$ cat src/rtl/slv_guard_txn_watchdog.sv
`default_nettype none
// ============================================================================
// Module : slv_guard_txn_watchdog
// Per-ID outstanding-transaction watchdog with fault capture and reset handshake.
// Rev    : 1.0
// ============================================================================
module slv_guard_txn_watchdog #(
  parameter int unsigned IdWidth      = 2,
  parameter int unsigned TxnsPerId    = 4,
  parameter int unsigned AddrWidth    = 32,
  parameter int unsigned CntWidth     = 10,
  parameter int unsigned PrescalerDiv = 4,
  localparam int unsigned NumIds      = 2**IdWidth,
  localparam int unsigned OutW        = $clog2(NumIds*TxnsPerId+1)
) (
  input  logic                 clk_i,
  input  logic                 rst_ni,
  input  logic                 enable_i,
  input  logic                 req_valid_i,
  input  logic                 req_ready_i,
  input  logic [IdWidth-1:0]   req_id_i,
  input  logic [AddrWidth-1:0] req_addr_i,
  input  logic                 rsp_valid_i,
  input  logic                 rsp_ready_i,
  input  logic [IdWidth-1:0]   rsp_id_i,
  input  logic                 rsp_last_i,
  input  logic [CntWidth-1:0]  budget_i,
  output logic                 stall_o,
  output logic                 isolate_o,
  output logic                 irq_o,
  output logic [1:0]           irq_cause_o,
  output logic [IdWidth-1:0]   irq_id_o,
  output logic [AddrWidth-1:0] irq_addr_o,
  input  logic                 irq_clear_i,
  output logic                 rst_req_o,
  input  logic                 rst_stat_i,
  output logic [OutW-1:0]      outstanding_o
);

  localparam int unsigned c_PTR_W = (TxnsPerId > 1) ? $clog2(TxnsPerId) : 1;
  localparam int unsigned c_OCC_W = $clog2(TxnsPerId + 1);
  localparam int unsigned c_PRE_W = (PrescalerDiv > 1) ? $clog2(PrescalerDiv) : 1;

  localparam logic [1:0] c_MON     = 2'd0;
  localparam logic [1:0] c_FAULT   = 2'd1;
  localparam logic [1:0] c_RECOVER = 2'd2;

  localparam logic [1:0] c_CAUSE_TIMEOUT = 2'b01;
  localparam logic [1:0] c_CAUSE_SPUR    = 2'b10;
  localparam logic [1:0] c_CAUSE_OVF     = 2'b11;

  logic [1:0]           r_state, w_state_nxt;
  logic [c_PRE_W-1:0]   r_presc;
  logic [CntWidth-1:0]  r_ts;
  logic                 r_irq;
  logic [1:0]           r_cause;
  logic [IdWidth-1:0]   r_irq_id;
  logic [AddrWidth-1:0] r_irq_addr;

  logic                 w_tick, w_active, w_req_hs, w_rsp_last, w_same_id;
  logic                 w_push_ok, w_pop_ok, w_ovf, w_spur, w_flush, w_fault;
  logic                 w_to_any;
  logic [IdWidth-1:0]   w_to_id;
  logic [NumIds-1:0]    w_full, w_empty, w_to;
  logic [c_OCC_W-1:0]   w_occ       [NumIds];
  logic [CntWidth-1:0]  w_head_ts   [NumIds];
  logic [AddrWidth-1:0] w_head_addr [NumIds];
  logic [1:0]           w_cause;
  logic [IdWidth-1:0]   w_cap_id;
  logic [AddrWidth-1:0] w_cap_addr;
  logic [OutW-1:0]      w_total;

  assign w_tick = (r_presc == c_PRE_W'(PrescalerDiv - 1));

  always_ff @(posedge clk_i or negedge rst_ni) begin
    if (!rst_ni) begin
      r_presc <= '0;
      r_ts    <= '0;
    end else if (w_tick) begin
      r_presc <= '0;
      r_ts    <= r_ts + CntWidth'(1);
    end else begin
      r_presc <= r_presc + c_PRE_W'(1);
    end
  end

  assign w_active   = (r_state == c_MON) && enable_i;
  assign w_req_hs   = req_valid_i && req_ready_i;
  assign w_rsp_last = rsp_valid_i && rsp_ready_i && rsp_last_i;
  assign w_same_id  = w_rsp_last && (rsp_id_i == req_id_i);

  // A same-cycle pop on the requesting ID frees the slot the push needs.
  assign stall_o   = w_full[req_id_i] && !w_same_id;
  assign w_push_ok = w_active && w_req_hs && !stall_o;
  assign w_ovf     = w_active && w_req_hs && stall_o;
  assign w_pop_ok  = w_active && w_rsp_last && !w_empty[rsp_id_i];
  assign w_spur    = w_active && w_rsp_last && w_empty[rsp_id_i];
  assign w_flush   = ((r_state == c_MON) && !enable_i) ||
                     ((r_state == c_FAULT) && rst_stat_i);

  for (genvar g = 0; g < NumIds; g++) begin : g_id
    logic [c_PTR_W-1:0]   r_wptr, r_rptr;
    logic [c_OCC_W-1:0]   r_occ;
    logic [CntWidth-1:0]  r_ts_mem   [TxnsPerId];
    logic [AddrWidth-1:0] r_addr_mem [TxnsPerId];
    logic                 w_push, w_pop;

    assign w_push         = w_push_ok && (req_id_i == IdWidth'(g));
    assign w_pop          = w_pop_ok && (rsp_id_i == IdWidth'(g));
    assign w_occ[g]       = r_occ;
    assign w_full[g]      = (r_occ == c_OCC_W'(TxnsPerId));
    assign w_empty[g]     = (r_occ == '0);
    assign w_head_ts[g]   = r_ts_mem[r_rptr];
    assign w_head_addr[g] = r_addr_mem[r_rptr];
    assign w_to[g]        = !w_empty[g] && ((r_ts - r_ts_mem[r_rptr]) > budget_i);

    always_ff @(posedge clk_i or negedge rst_ni) begin
      if (!rst_ni) begin
        r_wptr <= '0;
        r_rptr <= '0;
        r_occ  <= '0;
      end else if (w_flush) begin
        r_wptr <= '0;
        r_rptr <= '0;
        r_occ  <= '0;
      end else begin
        if (w_push) r_wptr <= (r_wptr == c_PTR_W'(TxnsPerId - 1)) ? '0 : r_wptr + c_PTR_W'(1);
        if (w_pop)  r_rptr <= (r_rptr == c_PTR_W'(TxnsPerId - 1)) ? '0 : r_rptr + c_PTR_W'(1);
        if (w_push && !w_pop)      r_occ <= r_occ + c_OCC_W'(1);
        else if (!w_push && w_pop) r_occ <= r_occ - c_OCC_W'(1);
      end
    end

    always_ff @(posedge clk_i) begin
      if (w_push) begin
        r_ts_mem[r_wptr]   <= r_ts;
        r_addr_mem[r_wptr] <= req_addr_i;
      end
    end
  end

  // Descending scan so the lowest timed-out ID is the one left standing.
  always_comb begin
    w_to_any = 1'b0;
    w_to_id  = '0;
    for (int i = int'(NumIds) - 1; i >= 0; i--) begin
      if (w_to[i]) begin
        w_to_any = 1'b1;
        w_to_id  = IdWidth'(i);
      end
    end
  end

  assign w_fault = w_active && (w_to_any || w_ovf || w_spur);

  always_comb begin
    w_cause    = c_CAUSE_SPUR;
    w_cap_id   = rsp_id_i;
    w_cap_addr = '0;
    if (w_to_any) begin
      w_cause    = c_CAUSE_TIMEOUT;
      w_cap_id   = w_to_id;
      w_cap_addr = w_head_addr[w_to_id];
    end else if (w_ovf) begin
      w_cause    = c_CAUSE_OVF;
      w_cap_id   = req_id_i;
      w_cap_addr = w_head_addr[req_id_i];
    end
  end

  always_comb begin
    w_total = '0;
    for (int i = 0; i < int'(NumIds); i++) w_total = w_total + OutW'(w_occ[i]);
  end
  assign outstanding_o = w_total;

  always_ff @(posedge clk_i or negedge rst_ni) begin
    if (!rst_ni) r_state <= c_MON;
    else         r_state <= w_state_nxt;
  end

  always_comb begin
    w_state_nxt = r_state;
    case (r_state)
      c_MON:     if (w_fault) w_state_nxt = c_FAULT;
      c_FAULT:   if (rst_stat_i) w_state_nxt = c_RECOVER;
      c_RECOVER: if (!rst_stat_i && !r_irq) w_state_nxt = c_MON;
      default:   w_state_nxt = c_MON;
    endcase
  end

  always_comb begin
    isolate_o = (r_state != c_MON);
    rst_req_o = (r_state == c_FAULT);
  end

  always_ff @(posedge clk_i or negedge rst_ni) begin
    if (!rst_ni) begin
      r_irq      <= 1'b0;
      r_cause    <= '0;
      r_irq_id   <= '0;
      r_irq_addr <= '0;
    end else if ((r_state == c_MON) && w_fault) begin
      r_irq      <= 1'b1;
      r_cause    <= w_cause;
      r_irq_id   <= w_cap_id;
      r_irq_addr <= w_cap_addr;
    end else if ((r_state == c_RECOVER) && irq_clear_i) begin
      r_irq      <= 1'b0;
    end
  end

  assign irq_o       = r_irq;
  assign irq_cause_o = r_cause;
  assign irq_id_o    = r_irq_id;
  assign irq_addr_o  = r_irq_addr;

endmodule
`default_nettype wire
$ cat config.mk
export PLATFORM = sky130hd
export DESIGN_NAME = slv_guard_txn_watchdog
export DESIGN_NICKNAME = d
export VERILOG_FILES = /design/src/rtl/slv_guard_txn_watchdog.sv
export SDC_FILE = /design/constraint.sdc
export NUM_CORES = 1
export LEC_CHECK = 0
export CORE_MARGIN = 1.5
export CORE_UTILIZATION = 55
export DETAILED_ROUTE_END_ITERATION = 12
export GPL_TIMING_DRIVEN = 0
export PLACE_DENSITY = 0.74
export SYNTH_ARGS = -nofsm -noshare
export SYNTH_HDL_FRONTEND = slang
export SYNTH_SLANG_ARGS = --single-unit
export TNS_END_PERCENT = 20
$ cat constraint.sdc
create_clock -name clk_i -period 9 [get_ports clk_i]
set_clock_uncertainty 0.05 [all_clocks]
set_input_delay 1.8 -clock clk_i [delete_from_list [all_inputs] [get_ports clk_i]]
set_output_delay 1.8 -clock clk_i [all_outputs]
set_load 0.02 [all_outputs]
Word level (Yosys, flattened, before mapping)
Memories as Yosys holds them, arrays and structs flattened.
Cells that the tools add are included.
W data, S select, Z words.

storage, ports and cells
  bits in registers = 79
  bits in writable memories = 672
  bits of input ports = 56
  output and inout bits = 45
  memories kept = 8
  word-level logic and storage cells = 243

memory list
  name                words  bits a word  rd ports  clocked after memory_dff  write ports  line  source
  g_id[0].r_addr_mem  4      32           1         0                         1            105   logic [AddrWidth-1:0] r_addr_mem [TxnsPerId];
  g_id[1].r_addr_mem  4      32           1         0                         1            105
  g_id[2].r_addr_mem  4      32           1         0                         1            105
  g_id[3].r_addr_mem  4      32           1         0                         1            105
  g_id[0].r_ts_mem    4      10           1         0                         1            104   logic [CntWidth-1:0] r_ts_mem [TxnsPerId];
  g_id[1].r_ts_mem    4      10           1         0                         1            104
  2 more memories     n/a    n/a          n/a       n/a                       n/a          n/a

operators by class
  bitwise operators = 2
  $lt $le $gt $ge = 8
  add/sub/neg operators = 25
  multiplexer cells = 75
  equality and inequality tests = 25
  reduce and logical (&&, ||, !) cells = 81

operator list
  operator                 number
  $mux W32                 6
  $bmux W32 S2             2
  $mux W2                  35
  $gt A10 B10 Y1           4
  $sub A10 B10 Y10         4
  $logic_and A1 B1 Y1      38
  $mux W3                  12
  $eq A2 B2 Y1 const B     14
  $reduce_bool A2 Y1       10
  $add A2 B1 Y2 const B    9
  $logic_not A1 Y1         18
  $mux W1                  17
  $add A3 B1 Y3 const B    4
  $eq A3 B3 Y1 const B     4
  $logic_not A3 Y1         4
  $reduce_bool A3 Y1       4
  $sub A3 B1 Y3 const B    4
  $add A10 B1 Y10 const B  1
  $eq A2 B1 Y1 const B     3
  $ge A3 B3 Y1 const B     2
  $logic_not A2 Y1         3
  $lt A2 B3 Y1 const B     2
  $not A2 Y3               2
  $pmux W2 S3              1
  9 further kinds          13

Longest topological paths before layout
Gate-level depths: netlist of the first run.

  depth in word-level cells = 13
  gate-level depth with buffers = 25
  gate-level depth less buffers = 20

Worst setup path after synthesis of the first run
OpenSTA, ideal clock, no wires.

  path kind = reg2reg
  start point = register g_id[1].r_rptr[0]
  end point = register r_irq_id[0], in the netlist irq_id_o[0]
  setup time = 0.119 ns
  required time = 8.831 ns
  clock period less this slack = 5.762 ns
  setup slack = 3.238 ns
  stages on the path, launching flop included = 25
  arrival = 5.593 ns
  buffers on the path = 5
  cell sequence = dfrtp_1 -> buf_2 -> buf_2 -> buf_1 -> mux4_2 -> ha_1 -> fa_1 -> nor2b_1 -> o21ai_0 -> a21boi_0 -> o21a_1 -> o21ai_0 -> nand2b_1 -> a21oi_1 -> xnor2_1 -> ha_1 -> and4_1 -> and3_1 -> o21a_1 -> o41a_1 -> buf_2 -> a2111oi_4 -> o211ai_4 -> clkbuf_1 -> o21a_1

between the ends
  word-level cells in the longest chain between the ends = 10
  elaborated cells on any way between the ends = 13
  classes of those cells = add/sub (1); order compare (1); mux (5); reduce/logical (5); memory (1)

RTL lines
  what                              line  source
  from (decl)                       102   logic [c_PTR_W-1:0] r_wptr, r_rptr;
  from (signal assigned)            128   if (w_pop) r_rptr <= (r_rptr == c_PTR_W'(TxnsPerId - 1)) ? '0 : r_rptr + c_PTR_W'(1);
  $mem_v2 Z4 W10 *                  n/a
  $sub A10 B10 Y10 *                115   assign w_to[g] = !w_empty[g] && ((r_ts - r_ts_mem[r_rptr]) > budget_i);
  $gt A10 B10 Y1 *                  115
  $logic_and A1 B1 Y1 *             115
  $mux W1 (2 in series)             147   if (w_to[i]) begin
  $logic_or A1 B1 Y1 (2 in series)  154   assign w_fault = w_active && (w_to_any || w_ovf || w_spur);
  $logic_and A1 B1 Y1               154
  $logic_and A1 B1 Y1               203   end else if ((r_state == c_MON) && w_fault) begin
  to (signal assigned)              206   r_irq_id <= w_cap_id;
  to (decl)                         57    logic [IdWidth-1:0] r_irq_id;

Every way passes the cells marked *; elsewhere a longest branch is shown, timed or not.
A chain may end at the register's enable or synchronous reset.

Worst setup path in the final report of the first run
  start point = register g_id[2].r_rptr[1]
  end point = register r_irq_addr[8], in the netlist irq_addr_o[8]

between the ends
  word-level cells in the longest chain between the ends = 12
  elaborated cells on any way between the ends = 24
  classes of those cells = add/sub (1); order compare (1); mux (14); bitwise (1); reduce/logical (5); memory (2)

RTL lines
  what                                          line  source
  from (decl)                                   102
  from (signal assigned)                        128
  $mem_v2 Z4 W10                                n/a
  $sub A10 B10 Y10                              115
  $gt A10 B10 Y1                                115
  $logic_and A1 B1 Y1                           115
  $mux W2 (3 in series)                         147
  $not A2 Y3 (implied by the code)              163   w_cap_addr = w_head_addr[w_to_id];
  $bmux W32 S2                                  163
  $mux W32 (implied by the code) (2 in series)  163
  $mux W32                                      160   if (w_to_any) begin
  to (signal assigned)                          207   r_irq_addr <= w_cap_addr;
  to (decl)                                     58    logic [AddrWidth-1:0] r_irq_addr;

Several ways; a longest one is shown, not always the timed one. The select of a mux whose other input is x is not followed.

==> flow_summary.yaml, run 1 <==
die:
  die_area_sq_um: 60600
  fp-row-count: 88
  core_sq_um: 58000
  initial_utilization: 0.561
  dieHeight_um: 246
  io_pins: 101
  fp.dieW_um: 246
synth:
  yosysWarnings: 0
  synth.mux.area_fraction: 0.144
  ys_ff_latch: 751
  syn_nets: 1961
  synthCells: 1789
  synth.cell_area_sq_um: 32500
  ys_seq_area_frac: 0.681
  avgSynthCellArea_sq_um: 18.2
  synth_top_family_by_area: "multiplexers"
  ys.flop_type: "edfxtp_1"
  synth_edf_count: 672
  synth-xor-area-share: 0.0129
  synth_cell_types: 62
  synth_simple_gate_area_frac: 0.0384
  synth_adder_area_share: 0.0478
  async_flop_share: 0.105
  synth_compound_area_frac: 0.0551
placement:
  io_buffers: 96
  placed_area_sq_um: 34700
  dpl.hpwl_um: 48300
  place_inst: 2657
  place.gp.congestion: 0.869
final_layout:
  n_fill_cell: 3924
  antennaDiodeCount: 0
  area.growth.synth_to_final_pct: 14.1
  drive_above_1_share: 0.187
  fin_area_sq_um: 37100
  nets: 2142
  final_cells: 2795
setup_path:
  crit_type: "reg2reg"
  start_kind: "flop"
  critPathCaptureType: "flop"
  r2r_slack_ns: 0.97
  cp_max_fo: 10
  r2r_end: "irq_addr_o[8]"
  cp.arrival_ns: 8.52
  rr_worst_depth: 25
  rr_startpoint: "g_id[2].r_rptr[1]"
  cp.required_ns: 9.49
clock_tree:
  cts.path.max_buffers: 3
  cts_sinks: 751
  post_cts_resized: 0
  cts_tree: "built"
  numCtsBuffers: 76
  htreeDepth: 3
  clk_pin_slew_ns: 0.06
  clock-root-buffer: "clkbuf_16"
  ctsHoldBuffers: 0
  clk_latency_ns: 0.64
  post_cts_buffers: 0
sta:
  finalSetupViolCount: 0
  relSlewSlack: 0.0277
  rsz0062_at_grt: "no"
  fmaxAchievable_mhz: 125
  hold_viol: 0
  setup-tns-final_ns: 0
  min_period_over_period: 0.892
  fin_crit_ns: 8.03
  drv_slew: 0
  worst_pin_slew_ns: 1.44
pwr:
  ir_drop_uv: 141
  p_per_area_nw_per_um2: 218
  power_leakage_nw: 12.5
worst_hold_path:
  whs_path_depth: 1
  hold_path.class: "reg2reg"
  min_from: "r_presc[0]"
  hold_path_end: "r_presc[0]"
global_routing:
  antenna_found_initial: 3
  grt.total_usage: 0.270
  grt_overflow_total: 0
  grt_pass1_vias: 18800
  grt_max_degree: 50
  grt_first_pass_wirelength_um: 118000
drt:
  viasPerCell: 6.56
  routed_wl_um: 79900
  detail_route.iter0.violations: 2059
  vias: 18300
  ant_nets: 0
  routedWlPerCell_um: 28.6
  drc: 0
  dr.pass1.iters: 5
run:
  max-cap-violations: 0
run_status:
  status: "completed"
-- synth_stat cells (4+ instances only) --
library cell / count / share of area
mux4_2: 201 / 0.14
nor3_1: 19 / 0.0029
o211ai_1: 39 / 0.0090
xor2_1: 19 / 0.0051
a31oi_1: 37 / 0.0071
a21oi_1: 19 / 0.0029
nand3_1: 7 / 0.0011
a21boi_0: 9 / 0.0021
buf_1: 15 / 0.0017
and2_1: 17 / 0.0033
o21ai_0: 27 / 0.0042
nor2_1: 96 / 0.011
nor2b_1: 16 / 0.0031
a221o_1: 32 / 0.0098
nand2_1: 45 / 0.0052
ha_1: 102 / 0.039
fa_1: 14 / 0.0086
buf_2: 19 / 0.0029
inv_1: 82 / 0.0095
dfrtp_1: 79 / 0.061
and3_1: 14 / 0.0027
clkbuf_1: 48 / 0.0055
xnor2_1: 29 / 0.0078
o21a_1: 7 / 0.0016
a22oi_1: 33 / 0.0076
a21o_1: 13 / 0.0030
edfxtp_1: 672 / 0.62
nand2b_1: 4 / 0.00077
nand4_1: 4 / 0.00077
a211oi_1: 10 / 0.0023
mux2i_1: 13 / 0.0040
-- logic make-up after synthesis --
| kind of cell | count (synthesis) |
|---|---|
| flops | 751 |
| simple gates | 248 |
| fa+ha+maj | 116 |
| mux | 216 |
| buf+inv | 168 |
| xor+xnor | 48 |
| compound gates | 242 |
-- per-layer routing --
layer  global-route usage  routed length (um)  share of wire
met3               0.0516                7410          0.093
met5                    0                  36        0.00045
met1                0.372               31300           0.39
met2                0.435               38800           0.49
met4               0.0992                2330          0.029
-- critical path: stages, from the launching register on --
cell       delay (ns)
dfrtp_1          0.36
clkbuf_1         0.47
clkbuf_1         0.65
clkbuf_1         0.79
mux4_2           0.44
ha_1             0.23
fa_1             0.44
nor2b_1          0.14
o21ai_0          0.12
a21boi_0         0.28
o21ai_0          0.13
nand2b_1         0.12
a21o_1           0.13
a21oi_1          0.07
xnor2_1          0.17
ha_1             0.26
and4_1           0.21
and3_1           0.19
a31oi_1          0.18
o31a_1           0.27
clkbuf_1         0.55
a2111oi_4        0.14
o211ai_4         0.48
clkbuf_1         0.74
nor2_1           0.13
a31oi_1          0.17
-- final cells by class --
cell class / count / area, sq um / share of cell area
multi-input cells: 870 / 9730 / 0.262
plain buffers: 86 / 370 / 0.00998
inverters: 82 / 308 / 0.00829
flip-flops and latches: 751 / 22200 / 0.597
clock inverters: 45 / 460 / 0.0124
well taps: 765 / 957 / 0.0258
repair buffers: 103 / 1140 / 0.0306
clock buffers: 93 / 2000 / 0.0538
-- per-stage QoR --
stage,hold slack (ns),utilization,worst slack [ns],power (mW)
after global placement,0.364,0.594,1.36,4.99
after global routing,0.406,0.640,0.766,8.32
after CTS,0.381,0.640,1.10,8.12
after detailed placement,0.373,0.597,1.16,5.02
final,0.375,0.640,0.970,8.10
after floorplan,0.353,-,3.24,4.55
-- sequential cells by signal, indices dropped and copies added, names as in the netlist --
register / cells
r_ts: 10
irq_id_o: 2
r_presc: 2
irq_addr_o: 32
r_state: 2
g_id.r_rptr: 8
irq_o: 1
g_id.r_occ: 12
g_id.r_ts_mem: 160
irq_cause_o: 2
g_id.r_wptr: 8
g_id.r_addr_mem: 512
-- worst max-delay path by stage --
stage          depth (start not counted)         startpoint              to  slack, ns
6_report                              25  g_id[2].r_rptr[1]   irq_addr_o[8]       0.97
4_1_cts                               25  g_id[2].r_rptr[1]   irq_addr_o[8]       1.10
5_1_grt                               25  g_id[2].r_rptr[0]   irq_addr_o[8]       0.77
2_1_floorplan                         24  g_id[1].r_rptr[0]     irq_id_o[0]       3.24
3_3_place_gp                          24  g_id[2].r_rptr[0]  irq_addr_o[31]       1.36
3_5_place_dp                          25  g_id[2].r_rptr[0]   irq_addr_o[8]       1.16
-- where the power goes --
part / total [mW] / switching, mW / internal [mW]
Sequential: 4.01 / 0.108 / 3.90
Clock: 3.14 / 1.34 / 1.79
Combinational: 0.953 / 0.552 / 0.400
Total: 8.10 / 2.00 / 6.10
-- layout by cell type (no fill, tap or decap), types with 9 or more instances in the layout --
master           count
mux2i_1             13
edfxtp_1           672
nor3_1              19
nand2_1             45
o21ai_0             27
a22oi_1             33
clkinv_2            14
clkbuf_1            62
a21o_1              13
clkdlybuf4s50_1     95
clkbuf_16           76
fa_1                14
xor2_1              19
a21oi_1             19
dfrtp_1             79
and2_4              10
buf_1               15
o211ai_1            39
xnor2_1             29
a221o_1             32
ha_1               102
mux4_2             201
and3_1              14
a21boi_0             9
buf_2               19
inv_1               82
nor2b_1             16
a31oi_1             37
nor2_1              96
a211oi_1            10
(Power assumes the default switching activity.)
==> run 2: changes to the inputs <==
--- a/config.mk
+++ b/config.mk
@@ -5,12 +5,14 @@
 export SDC_FILE = /design/constraint.sdc
 export NUM_CORES = 1
 export LEC_CHECK = 0
+export ABC_AREA = 0
 export CORE_MARGIN = 1.5
 export CORE_UTILIZATION = 55
 export DETAILED_ROUTE_END_ITERATION = 12
 export GPL_TIMING_DRIVEN = 0
 export PLACE_DENSITY = 0.74
+export REMOVE_ABC_BUFFERS = 1
 export SYNTH_ARGS = -nofsm -noshare
 export SYNTH_HDL_FRONTEND = slang
 export SYNTH_SLANG_ARGS = --single-unit
-export TNS_END_PERCENT = 20
+export TNS_END_PERCENT = 100
==> run 2 against run 1 <==
Net effect:
- fmax grew 13%
- sequential share of layout area shrank 0.46 points
- setup slack gained 0.90 ns
- register-to-register slack gained 0.90 ns
- hold slack gained 0.0045 ns
- critical path type unchanged
==> flow_summary.yaml, run 2 (synthesis results as in run 1) <==
run_status:
  status: "completed"
setup_path:
  cp.required_ns: 9.48
  cp.arrival_ns: 7.61
  crit_cells: 23
  crit_type: "reg2reg"
  critPathCapture: "irq_addr_o[4]"
  r2r_slack_ns: 1.87
  critPathCaptureType: "flop"
  cp_max_fo: 25
  crit_buf_inv: 3
  r2r_end: "irq_addr_o[4]"
  rr_worst_depth: 23
  start_kind: "flop"
  crit_family: "compound AO/OA/AOI/OAI gates"
  path_cells: "buf_16, mux4_2, ha_1, fa_1, nor2b_1, o21ai_0, a21boi_0, o21a_1, o21ai_0, nand2b_1, a21oi_1, xnor2_1, ha_1, and4_1, and3_1, a31oi_1, o41a_2, a2111oi_4, o211ai_4, buf_12, buf_16, nor2_1, a31oi_1"
  rr_startpoint: "g_id[1].r_rptr[0]"
  slowest_stage: "dfrtp_4"
  startpoint: "g_id[1].r_rptr[0]"
  max_stage_delay_ns: 0.81
drt:
  ant_nets: 0
  routed_wl_um: 79300
  routedWlPerCell_um: 29.0
  vias: 17900
  detail_route.iter0.violations: 1957
  dr.pass1.iters: 6
  drc: 0
  viasPerCell: 6.54
pwr:
  power_leakage_nw: 12.6
  ir_drop_uv: 235
  p_per_area_nw_per_um2: 219
  total_power_mw: 8.20
final_layout:
  drive_above_1_share: 0.198
  final_common_cell: "edfxtp_1"
  area.growth.synth_to_final_pct: 15.1
  largest_reg_flops: 512
  nets: 2082
  layout_common_cells: "edfxtp_1, mux4_2, ha_1"
  top_register: "g_id.r_addr_mem"
  utilization: 0.645
clock_tree:
  numCtsBuffers: 76
  ctsHoldBuffers: 0
  clk_pin_slew_ns: 0.06
  cts_sinks: 751
  cts_tree: "built"
  cts.path.max_buffers: 3
  clk_latency_ns: 0.62
  clock-root-buffer: "clkbuf_16"
  post_cts_buffers: 0
  htreeDepth: 3
  post_cts_resized: 0
global_routing:
  grt.total_usage: 0.269
  grt_pass1_vias: 18500
  grt_first_pass_wirelength_um: 117000
  grt_overflow_total: 0
  grt_max_degree: 47
  antenna_found_initial: 2
placement:
  pre_cts_ws_ns: 1.99
  io_buffers: 100
  dpl.hpwl_um: 44100
  place.gp.congestion: 0.816
run:
  max-cap-violations: 0
sta:
  finalSetupViolCount: 0
  rsz0062_at_grt: "no"
  hold_viol: 0
  min_period_over_period: 0.792
  relSlewSlack: 0.344
  fin_crit_ns: 7.13
  fmaxAchievable_mhz: 140
  worst_pin_slew_ns: 0.985
  holdWs_ns: 0.380
  drv_slew: 0
  layout_setup_ws_ns: 1.87
die:
  dieHeight_um: 246
  io_pins: 101
  fp-row-count: 88
  initial_utilization: 0.561
  fp.dieW_um: 246
  die_area_sq_um: 60600
  core_sq_um: 58000
worst_hold_path:
  hold_path.class: "reg2reg"
[run 2: changes by cell type in the layout (fill, tap and decap cells not counted), moves of 6 or more]
cell	before	now
and2_2	6	0
and2_4	10	16
buf_1	15	0
buf_12	2	11
buf_16	5	13
buf_2	19	0
clkbuf_1	62	20
clkinv_2	14	8
dfrtp_1	79	71
dfrtp_4	0	6
[run 2: how the worst min path moves through the flow]
stage                     slack (ns)    endpoint       start  cells after the start
after detailed placement        0.37  r_presc[0]  r_presc[0]                      1
after CTS                       0.38  r_presc[0]  r_presc[0]                      1
after floorplan                 0.35  r_presc[0]  r_presc[0]                      1
after global placement          0.36  r_presc[0]  r_presc[0]                      1
final                           0.38  r_presc[0]  r_presc[0]                      1
after global routing            0.39  r_presc[0]  r_presc[0]                      1
[run 2: through the flow]
stage               TNS (ns)  cells  cell area, sq um
floorplan                  0   1703             32200
global placement     -324.99   2568             34100
detailed placement         0   2597             34900
CTS                        0   2739             37400
global route               0   2739             37400
finish                     0   2740             37400
[run 2: cell type report]
class / instances / area, sq um
repair buffers: 129 / 1640
inverters: 82 / 308
clock inverters: 39 / 492
flip-flops and latches: 751 / 22200
clock buffers: 103 / 2080
fillers: 3843 / 20600
well taps: 765 / 957
diodes: 1 / 2.50
multi-input cells: 870 / 9780
[run 2: layer usage]
layer  track usage  up-vias  part of all wire
met5             0        -           0.00021
met4        0.0859        2             0.028
met3        0.0550      166             0.096
met2         0.436      952              0.49
met1         0.370     9308              0.38
li1              -     7494                 -
[run 2: where the power goes]
part           total, mW  switching (mW)  internal, mW
registers           4.01           0.102          3.90
logic              0.960           0.537         0.423
clock network       3.24            1.34          1.90
==> run 3: changes to the inputs <==
--- a/config.mk
+++ b/config.mk
@@ -10,7 +10,7 @@
 export CORE_UTILIZATION = 55
 export DETAILED_ROUTE_END_ITERATION = 12
 export GPL_TIMING_DRIVEN = 0
-export PLACE_DENSITY = 0.74
+export PLACE_DENSITY = 0.76
 export REMOVE_ABC_BUFFERS = 1
 export SYNTH_ARGS = -nofsm -noshare
 export SYNTH_HDL_FRONTEND = slang
==> constraint.sdc (replaced) <==
create_clock -name clk_i -period 6 [get_ports clk_i]
set_clock_uncertainty 0.05 [all_clocks]
set_input_delay 1.2 -clock clk_i [delete_from_list [all_inputs] [get_ports clk_i]]
set_output_delay 1.2 -clock clk_i [all_outputs]
set_load 0.02 [all_outputs]
==> run 3 against run 2 <==
Net effect:
- critical endpoint is now irq_addr_o[7]
- design area increased by 0.11%
- final cell count up 0.36%
- register-to-register slack lost 1.6 ns
- combinational power rose by 54%
- fmax up 24%
- setup slack got worse by 1.6 ns
- flip-flop and latch count stayed put
- largest power group unchanged
- sequential share of layout area about the same
- critical path type unchanged
- clock-buffer cell count fell by 2
- die area unchanged
==> flow_summary.yaml, run 3 (synthesis results as in run 1) <==
drt:
  dr.pass1.iters: 5
  ant_nets: 0
  routed_wl_um: 81600
  vias: 18100
  detail_route.iter0.violations: 2290
  drc: 0
  routedWlPerCell_um: 29.7
  viasPerCell: 6.60
final_layout:
  nets: 2093
  drive_above_1_share: 0.203
  final_common_cell: "edfxtp_1"
  largest_reg_flops: 512
  top_register: "g_id.r_addr_mem"
  multiInputGateArea_sq_um: 9840
  final_cells: 2750
  seq_area_sq_um: 22200
  area.growth.synth_to_final_pct: 15.2
  layout_common_cells: "edfxtp_1, mux4_2, ha_1"
  n_fill_cell: 3827
global_routing:
  grt_first_pass_wirelength_um: 118000
  antenna_found_initial: 1
  grt_max_degree: 60
  grt.total_usage: 0.275
  grt_overflow_total: 0
  grt_pass1_vias: 18400
setup_path:
  critPathCaptureType: "flop"
  crit_type: "reg2reg"
  start_kind: "flop"
  cp.required_ns: 6.43
  cp_max_fo: 28
  cp.arrival_ns: 6.18
placement:
  place_inst: 2590
  dpl.hpwl_um: 42600
  place.gp.congestion: 0.841
  io_buffers: 100
sta:
  hold_viol: 0
  rsz0062_at_grt: "no"
  relSlewSlack: 0.345
  fin_crit_ns: 5.75
  worst_pin_slew_ns: 0.983
  holdWs_ns: 0.402
  setup-tns-final_ns: 0
  finalSetupViolCount: 0
  fmaxAchievable_mhz: 174
  drv_slew: 0
  min_period_over_period: 0.958
die:
  die_area_sq_um: 60600
  fp-row-count: 88
  initial_utilization: 0.561
  dieHeight_um: 246
  fp.dieW_um: 246
  core_sq_um: 58000
  io_pins: 101
clock_tree:
  cts_sinks: 751
  numCtsBuffers: 75
  clock-root-buffer: "clkbuf_16"
  ctsHoldBuffers: 0
  clk_pin_slew_ns: 0.06
  clk_latency_ns: 0.62
  cts_tree: "built"
  htreeDepth: 3
  cts.path.max_buffers: 3
worst_hold_path:
  hold_path.class: "reg2reg"
pwr:
  p_comb_frac: 0.120
  ir_drop_uv: 327
  power_leakage_nw: 12.6
  p_switching_mw: 2.94
  p_per_area_nw_per_um2: 327
  p_seq_frac: 0.491
  switching_share: 0.240
  clkPwrFrac: 0.389
  p_int_mw: 9.31
run:
  max-cap-violations: 0
run_status:
  status: "completed"
run 3: area by class of cell:
class                   count  area share
diodes                      2    0.000134
clock buffers             101      0.0546
clock inverters            38      0.0118
inverters                  82     0.00821
multi-input cells         871       0.262
flip-flops and latches    751       0.592
well taps                 765      0.0255
repair buffers            140      0.0454
run 3: worst paths after layout:
kind / startpoint / endpoint / slack [ns] / cells past startpoint
hold / removal: r_presc[0] / r_presc[0] / 0.40 / 1
setup / recovery: g_id[1].r_rptr[0] / irq_addr_o[7] / 0.25 / 25
min in group asynchronous: rst_ni / irq_addr_o[21] / 0.50 / 1
max in group asynchronous: rst_ni / g_id[1].r_rptr[1] / 4.61 / 2
setup reg to reg: g_id[1].r_rptr[0] / irq_addr_o[7] / 0.25 / 25
hold reg to reg: r_presc[0] / r_presc[0] / 0.40 / 1
run 3: layer usage:
| layer | vias up | share of wire | GRT usage | wire length, um |
|---|---|---|---|---|
| met3 | 228 | 0.099 | 0.0565 | 8100 |
| li1 | 7505 | - | - | - |
| met4 | 0 | 0.044 | 0.115 | 3590 |
| met2 | 1066 | 0.48 | 0.446 | 39500 |
| met5 | - | 0 | 0 | 0 |
| met1 | 9346 | 0.37 | 0.364 | 30500 |
run 3: power groups by stage:
stage / Combinational [mW] / Sequential (mW) / Clock [mW]
after floorplan: 0.575 / 6.21 / 0
after global placement: 1.32 / 6.12 / 0
after detailed placement: 1.42 / 6.12 / 0
after CTS: 1.46 / 6.01 / 4.80
after global routing: 1.57 / 6.02 / 4.99
final: 1.48 / 6.01 / 4.76
run 3: repair_timing:
action,CTS,global route
buffers inserted,10,8
endpoints found under the setup margin,38,37
hold endpoints to repair,0,0
pin swaps,4,0
gates resized for setup,3,10
cloned,1,0
run 3: critical path, cell delays in order (launching register included):
cell and delay (ns):
dfrtp_4 0.44, buf_16 0.24, mux4_2 0.54, inv_1 0.10, ha_1 0.27, nor2b_1 0.14, o21ai_0 0.26, a21boi_1 0.14
o21a_1 0.20, o21ai_0 0.17, nand2b_1 0.09, a21oi_1 0.19, xnor2_1 0.15, ha_1 0.26, and4_1 0.20, and3_1 0.19
o21a_1 0.16, o41a_4 0.49, buf_12 0.20, a2111oi_4 0.19, buf_4 0.19, o211ai_4 0.11, buf_16 0.20, buf_12 0.18
nor2_1 0.13, a31oi_1 0.05
run 3: metrics by stage:
step	total power [mW]	instance area, sq um	utilization	setup WS [ns]
floorplan	6.79	32200	-	-1.66
global placement	7.44	34100	0.588	-7.11
detailed placement	7.54	34700	0.598	-0.909
CTS	12.3	37400	0.644	0.0198
global route	12.6	37500	0.646	0.00939
finish	12.2	37500	0.646	0.253
